--- config.mk ---
export PLATFORM = sky130hd
export DESIGN_NAME = spiker_aer_encoder_flat
export DESIGN_NICKNAME = d
export VERILOG_FILES = /design/src/rtl/spiker_pkg.sv /design/src/rtl/spiker_aer_encoder_if.sv /design/src/rtl/spiker_lsb_encoder.sv /design/src/rtl/spiker_aer_encoder.sv /design/src/flat_wrapper.sv
export SDC_FILE = /design/constraint.sdc
export NUM_CORES = 2
export LEC_CHECK = 0
export BUFFER_PORTS_ARGS = -buffer_cell sky130_fd_sc_hd__buf_2
export CAP_MARGIN = 10
export CORE_AREA = 2 2 316 318
export DETAILED_ROUTE_END_ITERATION = 10
export DIE_AREA = 0 0 318 320
export PLACE_DENSITY_LB_ADDON = 0.25
export SLEW_MARGIN = 25
export SYNTH_ARGS = -nofsm -noshare
export SYNTH_HDL_FRONTEND = slang
export SYNTH_SLANG_ARGS = --single-unit
--- constraint.sdc ---
create_clock -name clk_i -period 5.2 [get_ports clk_i]
set_input_delay 0.78 -clock clk_i [delete_from_list [all_inputs] [get_ports clk_i]]
set_output_delay 0.78 -clock clk_i [all_outputs]
set_load 0.005 [all_outputs]
--- src/rtl/spiker_pkg.sv ---
// Shared constants, word-count helper and FSM state type for the spike AER encoder.
package spiker_pkg;

    localparam int SPIKER_WIDTH    = 32;
    localparam int SPIKER_N_SPIKES = 784;

    function automatic int word_count(input int n_spikes, input int width);
        return (n_spikes + width - 1) / width;
    endfunction

    typedef enum logic [1:0] {
        IDLE,
        SCAN,
        DONE
    } aer_state_e;

endpackage

--- src/rtl/spiker_aer_encoder_if.sv ---
// Address-event handshake between the encoder and the SNN core input queue.
interface spiker_aer_encoder_if
    import spiker_pkg::*;
#(
    parameter int ADDR_W = $clog2(SPIKER_N_SPIKES)
);

    logic              aer_valid_o;
    logic              aer_ready_i;
    logic [ADDR_W-1:0] aer_addr_o;

    modport master (
        output aer_valid_o,
        output aer_addr_o,
        input  aer_ready_i
    );

    modport slave (
        input  aer_valid_o,
        input  aer_addr_o,
        output aer_ready_i
    );

endinterface

--- src/rtl/spiker_lsb_encoder.sv ---
// Finds the lowest set bit of a word: presence flag, its index and a one-hot mask of it.
module spiker_lsb_encoder #(
    parameter int WIDTH = 32,
    parameter int BIT_W = (WIDTH > 1) ? $clog2(WIDTH) : 1
) (
    input  logic [WIDTH-1:0] word,
    output logic             found,
    output logic [BIT_W-1:0] idx,
    output logic [WIDTH-1:0] mask
);

    assign found = |word;
    // Two's-complement trick isolates the lowest set bit.
    assign mask  = word & (~word + WIDTH'(1));

    // NOTE: combinational blocks assign a default first so no path leaves idx unassigned (no latch).
    always_comb begin
        idx = '0;
        for (int i = WIDTH - 1; i >= 0; i--) begin
            if (word[i]) idx = BIT_W'(i);
        end
    end

endmodule

--- src/rtl/spiker_aer_encoder.sv ---
// Serialises a snapshot of the spike vector into ascending-address AER events over valid/ready.
module spiker_aer_encoder
    import spiker_pkg::*;
#(
    parameter int WIDTH    = SPIKER_WIDTH,
    parameter int N_SPIKES = SPIKER_N_SPIKES
) (
    input  logic                           clk_i,
    input  logic                           rst_ni,
    input  logic                           start_i,
    input  logic [N_SPIKES-1:0]            spikes_i,
    output logic                           busy_o,
    output logic                           done_o,
    output logic [$clog2(N_SPIKES+1)-1:0]  spike_cnt_o,
    spiker_aer_encoder_if.master           aer
);

    localparam int DATA_WIDTH = word_count(N_SPIKES, WIDTH);
    localparam int ADDR_W     = $clog2(N_SPIKES);
    localparam int CNT_W      = $clog2(N_SPIKES + 1);
    localparam int IDX_W      = (DATA_WIDTH > 1) ? $clog2(DATA_WIDTH) : 1;
    localparam int BIT_W      = (WIDTH > 1) ? $clog2(WIDTH) : 1;
    localparam int PAD_W      = DATA_WIDTH * WIDTH;

    localparam logic [IDX_W-1:0] LAST_IDX = IDX_W'(DATA_WIDTH - 1);

    aer_state_e                       state_q, state_d;
    logic [DATA_WIDTH-1:0][WIDTH-1:0] snap_q;
    logic [PAD_W-1:0]                 padded;
    logic [IDX_W-1:0]                 idx_q, idx_d, idx_next;
    logic [WIDTH-1:0]                 word_q, word_d, mask;
    logic [BIT_W-1:0]                 lsb;
    logic [CNT_W-1:0]                 cnt_q, cnt_d;
    logic                             found;
    logic                             snap_load;
    logic                             handshake;

    spiker_lsb_encoder #(
        .WIDTH (WIDTH),
        .BIT_W (BIT_W)
    ) u_lsb (
        .word  (word_q),
        .found (found),
        .idx   (lsb),
        .mask  (mask)
    );

    // Padding bits above N_SPIKES never produce events.
    always_comb begin
        padded                 = '0;
        padded[N_SPIKES-1:0]   = spikes_i;
    end

    assign idx_next  = idx_q + IDX_W'(1);
    assign busy_o    = (state_q == SCAN);
    assign done_o    = (state_q == DONE);

    // Valid is a function of registered state only, never of aer_ready_i.
    assign aer.aer_valid_o = busy_o && found;
    assign aer.aer_addr_o  = aer.aer_valid_o
                           ? ADDR_W'(idx_q) * ADDR_W'(WIDTH) + ADDR_W'(lsb)
                           : '0;
    assign handshake       = aer.aer_valid_o && aer.aer_ready_i;
    assign spike_cnt_o     = cnt_q;

    always_comb begin
        state_d   = state_q;
        idx_d     = idx_q;
        word_d    = word_q;
        cnt_d     = cnt_q;
        snap_load = 1'b0;

        unique case (state_q)
            IDLE: begin
                if (start_i) begin
                    snap_load = 1'b1;
                    idx_d     = '0;
                    word_d    = padded[WIDTH-1:0];
                    cnt_d     = '0;
                    state_d   = SCAN;
                end
            end
            SCAN: begin
                if (handshake) begin
                    word_d = word_q & ~mask;
                    cnt_d  = cnt_q + CNT_W'(1);
                end
                // Empty word, or the bit just accepted was its last one: move on this cycle.
                if (!found || (handshake && (word_q & ~mask) == '0)) begin
                    if (idx_q == LAST_IDX) begin
                        state_d = DONE;
                    end else begin
                        idx_d  = idx_next;
                        word_d = snap_q[idx_next];
                    end
                end
            end
            DONE: begin
                state_d = IDLE;
            end
            default: begin
                state_d = IDLE;
            end
        endcase
    end

    // NOTE: the snapshot is reset along with the control state so no stale spikes survive a reset.
    always_ff @(posedge clk_i or negedge rst_ni) begin
        if (!rst_ni) begin
            state_q <= IDLE;
            idx_q   <= '0;
            word_q  <= '0;
            cnt_q   <= '0;
            snap_q  <= '0;
        end else begin
            // NOTE: non-blocking assignments so every register samples pre-edge values.
            state_q <= state_d;
            idx_q   <= idx_d;
            word_q  <= word_d;
            cnt_q   <= cnt_d;
            if (snap_load) snap_q <= padded;
        end
    end

endmodule
--- src/flat_wrapper.sv ---
// flat-port wrapper written by rule: the top's interface ports become plain ports
module spiker_aer_encoder_flat import spiker_pkg::*;
#(
    parameter int WIDTH    = SPIKER_WIDTH,
    parameter int N_SPIKES = SPIKER_N_SPIKES
)
  (clk_i, rst_ni, start_i, spikes_i, busy_o, done_o, spike_cnt_o, aer_aer_valid_o, aer_aer_addr_o, aer_aer_ready_i);
  spiker_aer_encoder_if aer_i ();
  input  logic clk_i;
  input  logic rst_ni;
  input  logic start_i;
  input  logic [N_SPIKES-1:0] spikes_i;
  output logic busy_o;
  output logic done_o;
  output logic [$clog2(N_SPIKES+1)-1:0] spike_cnt_o;
  output wire logic [$bits(aer_i.aer_valid_o)-1:0] aer_aer_valid_o;
  output wire logic [$bits(aer_i.aer_addr_o)-1:0] aer_aer_addr_o;
  input wire logic [$bits(aer_i.aer_ready_i)-1:0] aer_aer_ready_i;
  assign aer_aer_valid_o = aer_i.aer_valid_o;
  assign aer_aer_addr_o = aer_i.aer_addr_o;
  assign aer_i.aer_ready_i = aer_aer_ready_i;
  spiker_aer_encoder #(.WIDTH(WIDTH), .N_SPIKES(N_SPIKES)) u_core (.clk_i(clk_i), .rst_ni(rst_ni), .start_i(start_i), .spikes_i(spikes_i), .busy_o(busy_o), .done_o(done_o), .spike_cnt_o(spike_cnt_o), .aer(aer_i));
endmodule
==> results.cfg <==
[die]
die_h_um = 320
die_area_mm2 = 0.102
num_rows = 115
top_level_ports = 811
initial_utilization_pct = 39.4
coreArea_mm2 = 0.0980
die_x_um = 318

[setup_path]
cp-startpoint = u_core.word_q[8]
cpMostUsedCell = or4_1
max_stage_delay_ns = 0.64
worst_path_dominant_cell_family = simple AND/OR/NAND/NOR gates
startpoint_type = register
r2r_slack_ns = 0.66
crit_required_ns = 5.79
timing.rr.end = u_core.word_q[31]
cp_max_fo = 19
criticalPathCategory = reg -> reg
reg2reg_depth = 9
r2r_start = u_core.word_q[8]
crit_cells = 9
cp.arrival_ns = 5.13
crit_buf_inv = 1
crit_end = u_core.word_q[31]
crit_slowest_cell = a211o_1
end_kind = register
crit_path_cell_trace = nor4_4, nand4_1, o31ai_1, o2111ai_1, or4_1, or4_1, a211o_1, buf_4, o211ai_1

[sta]
period_share_pct = 87.3
tns_ns = 0
clock_skew_ns = 0.0198
worstMarginPinSlew_ns = 1.03
rsz0062_at_grt = false
max_freq_mhz = 220
maxSlewViolCount = 0
hold_viol = 0
fin_crit_ns = 4.54
slew-limit-headroom_pct = 31.0
final-setup-viol-count = 0

[cts]
clkTransAtPathRegs_ns = 0.06
cts_buffer_depth = 3
cts_root_buffer = clkbuf_16
cts.htree.levels = 3
cts_made_buffers = 95
cts_tree = built
clkLatencyLatePin_ns = 0.69
cts.repair.resized = 0
postCtsHoldBufs = 0
cts_setup_buffers = 0
numClockSinks = 833

[yosys]
syn_area_mm2 = 0.0386
synth_fp_nets = 4963
synth_ff_type = dfrtp_1
yosysSeqAreaShare_pct = 54.0
synth_seq_cells = 833
synth_cell_type_count = 64
yosys.area.top_type = dfrtp_1
yosys_warnings = 0
synth_top_area_share_pct = 54.0
synth_area_leaders = dfrtp_1 (54%), nand2_1 (24%), mux4_2 (13%), clkbuf_1 (2.4%), a21oi_1 (0.96%)
synthCells = 4172
syn_avg_cell_area_um2 = 9.25
synth-edff-count = 0
ys_async_sr_fraction_pct = 100

[place]
place_congestion = 0.894
place.port_buffers = 810
hpwl_um = 103000

[status]
status = completed

[routing]
drt.antenna.violating_nets = 0
wl_per_cell_um = 22.7
first_pass_iters = 6
drc = 0
wirelength_um = 142000
detail_route.vias_per_cell = 5.18
drtIter0Drc = 2826
vias = 32400

[power]
leakagePower_nw = 25.2
total_power_mw = 23.4
max-vdd-ir-drop_uv = 403
powerDensity_mw_per_mm2 = 495

[finish]
final_common_cell = nand2_1
drive_gt1_share_pct = 25.9
areaGrowthSynthToFinish_pct = 22.5
num-nets-final = 5647
layout_common_cells = nand2_1 (2462), dfrtp_1 (832), buf_2 (809)

[job]
maxCapViolations = 0

[grt]
grt_pass1_wl_um = 210000
grt_max_degree = 215
grt_pass1_vias = 32700
antenna_found_initial = 71
gr-total-overflow = 0
globalRouteTotalUtil_pct = 27.7

[min_path]
min_path_type = in -> async
stage by stage:
step	std cells	setup WS, ns	util [%]	hold WS, ns	cell area [µm²]
final	6255	0.659	48.3	0.143	47300
after global routing	6248	0.370	48.2	0.196	47300
after CTS	6220	0.689	48.2	0.145	47200
after detailed placement	6046	0.719	44.8	0.457	43900
after global placement	6046	0.684	44.8	0.452	43900
after floorplan	4172	1.43	-	0.440	38600
cell usage after synthesis, types with 3 or more instances:
master    instances
a211oi_1          3
a21o_1            3
a21oi_1          74
a22oi_1          23
and2_1            6
and3_1            3
buf_1            20
buf_6             5
clkbuf_1        245
dfrtp_1         833
ha_1              3
inv_1            15
mux4_2          224
nand2_1        2463
nand3_1          10
nand4_1           9
nor2_1           56
nor2b_1           4
nor3_1           11
nor4_1            6
nor4_4            3
o211ai_1         12
o211ai_2         14
o21ai_0          27
o21ai_1          12
o21bai_1          3
o311ai_0          4
o31ai_1           9
o41ai_1           3
or2_2             3
or3_1             7
or4_1             7
xnor2_1           3
xor2_1            7
layout make-up:
class	count	area (µm²)
clock inverters	36	433
flip-flops and latches	833	20800
fillers	9402	50700
multi-input cells	3051	16700
clock buffers	138	2860
well taps	1287	1610
repair buffers	859	4690
diodes	35	87.6
inverters	16	60.1
logic make-up after synthesis:
family / share of synthesized area, %
AOI/OAI and AO/OA: 3.78
xor gates and xnor gates: 0.227
adders and majority gates: 0.0972
buffers and inverters: 2.90
DFF: 54.0
muxes: 13.1
and+or+nand+nor: 25.9
power by group:
group          internal [mW]  switching [mW]
Clock                   4.18            2.88
Sequential              7.15           0.648
Combinational           3.56            5.00
Total                   14.9            8.52
registers in the layout, indices dropped and copies added (netlist names):
signal and cells:
u_core.spike_cnt_o 10, u_core.snap_q 784, u_core.state_q 2, u_core.idx_q 5, u_core.word_q 32
worst min path at each step:
stage                    endpoint                from  cells past startpoint
2_1_floorplan  u_core.snap_q[100]  u_core.snap_q[100]                      2
3_3_place_gp   u_core.snap_q[354]  u_core.snap_q[354]                      2
3_5_place_dp   u_core.snap_q[622]  u_core.snap_q[622]                      2
4_1_cts        u_core.snap_q[483]              rst_ni                      1
5_1_grt        u_core.snap_q[614]              rst_ni                      1
6_report       u_core.snap_q[614]              rst_ni                      1
layer usage:
metal | wire length (µm) | global-route usage, %
met2 | 70700 | 46.2
met5 | 292 | 0
met3 | 8310 | 5.36
met4 | 4540 | 10.4
met1 | 58200 | 35.8
No activity file was read; power rests on OpenSTA's default activity.
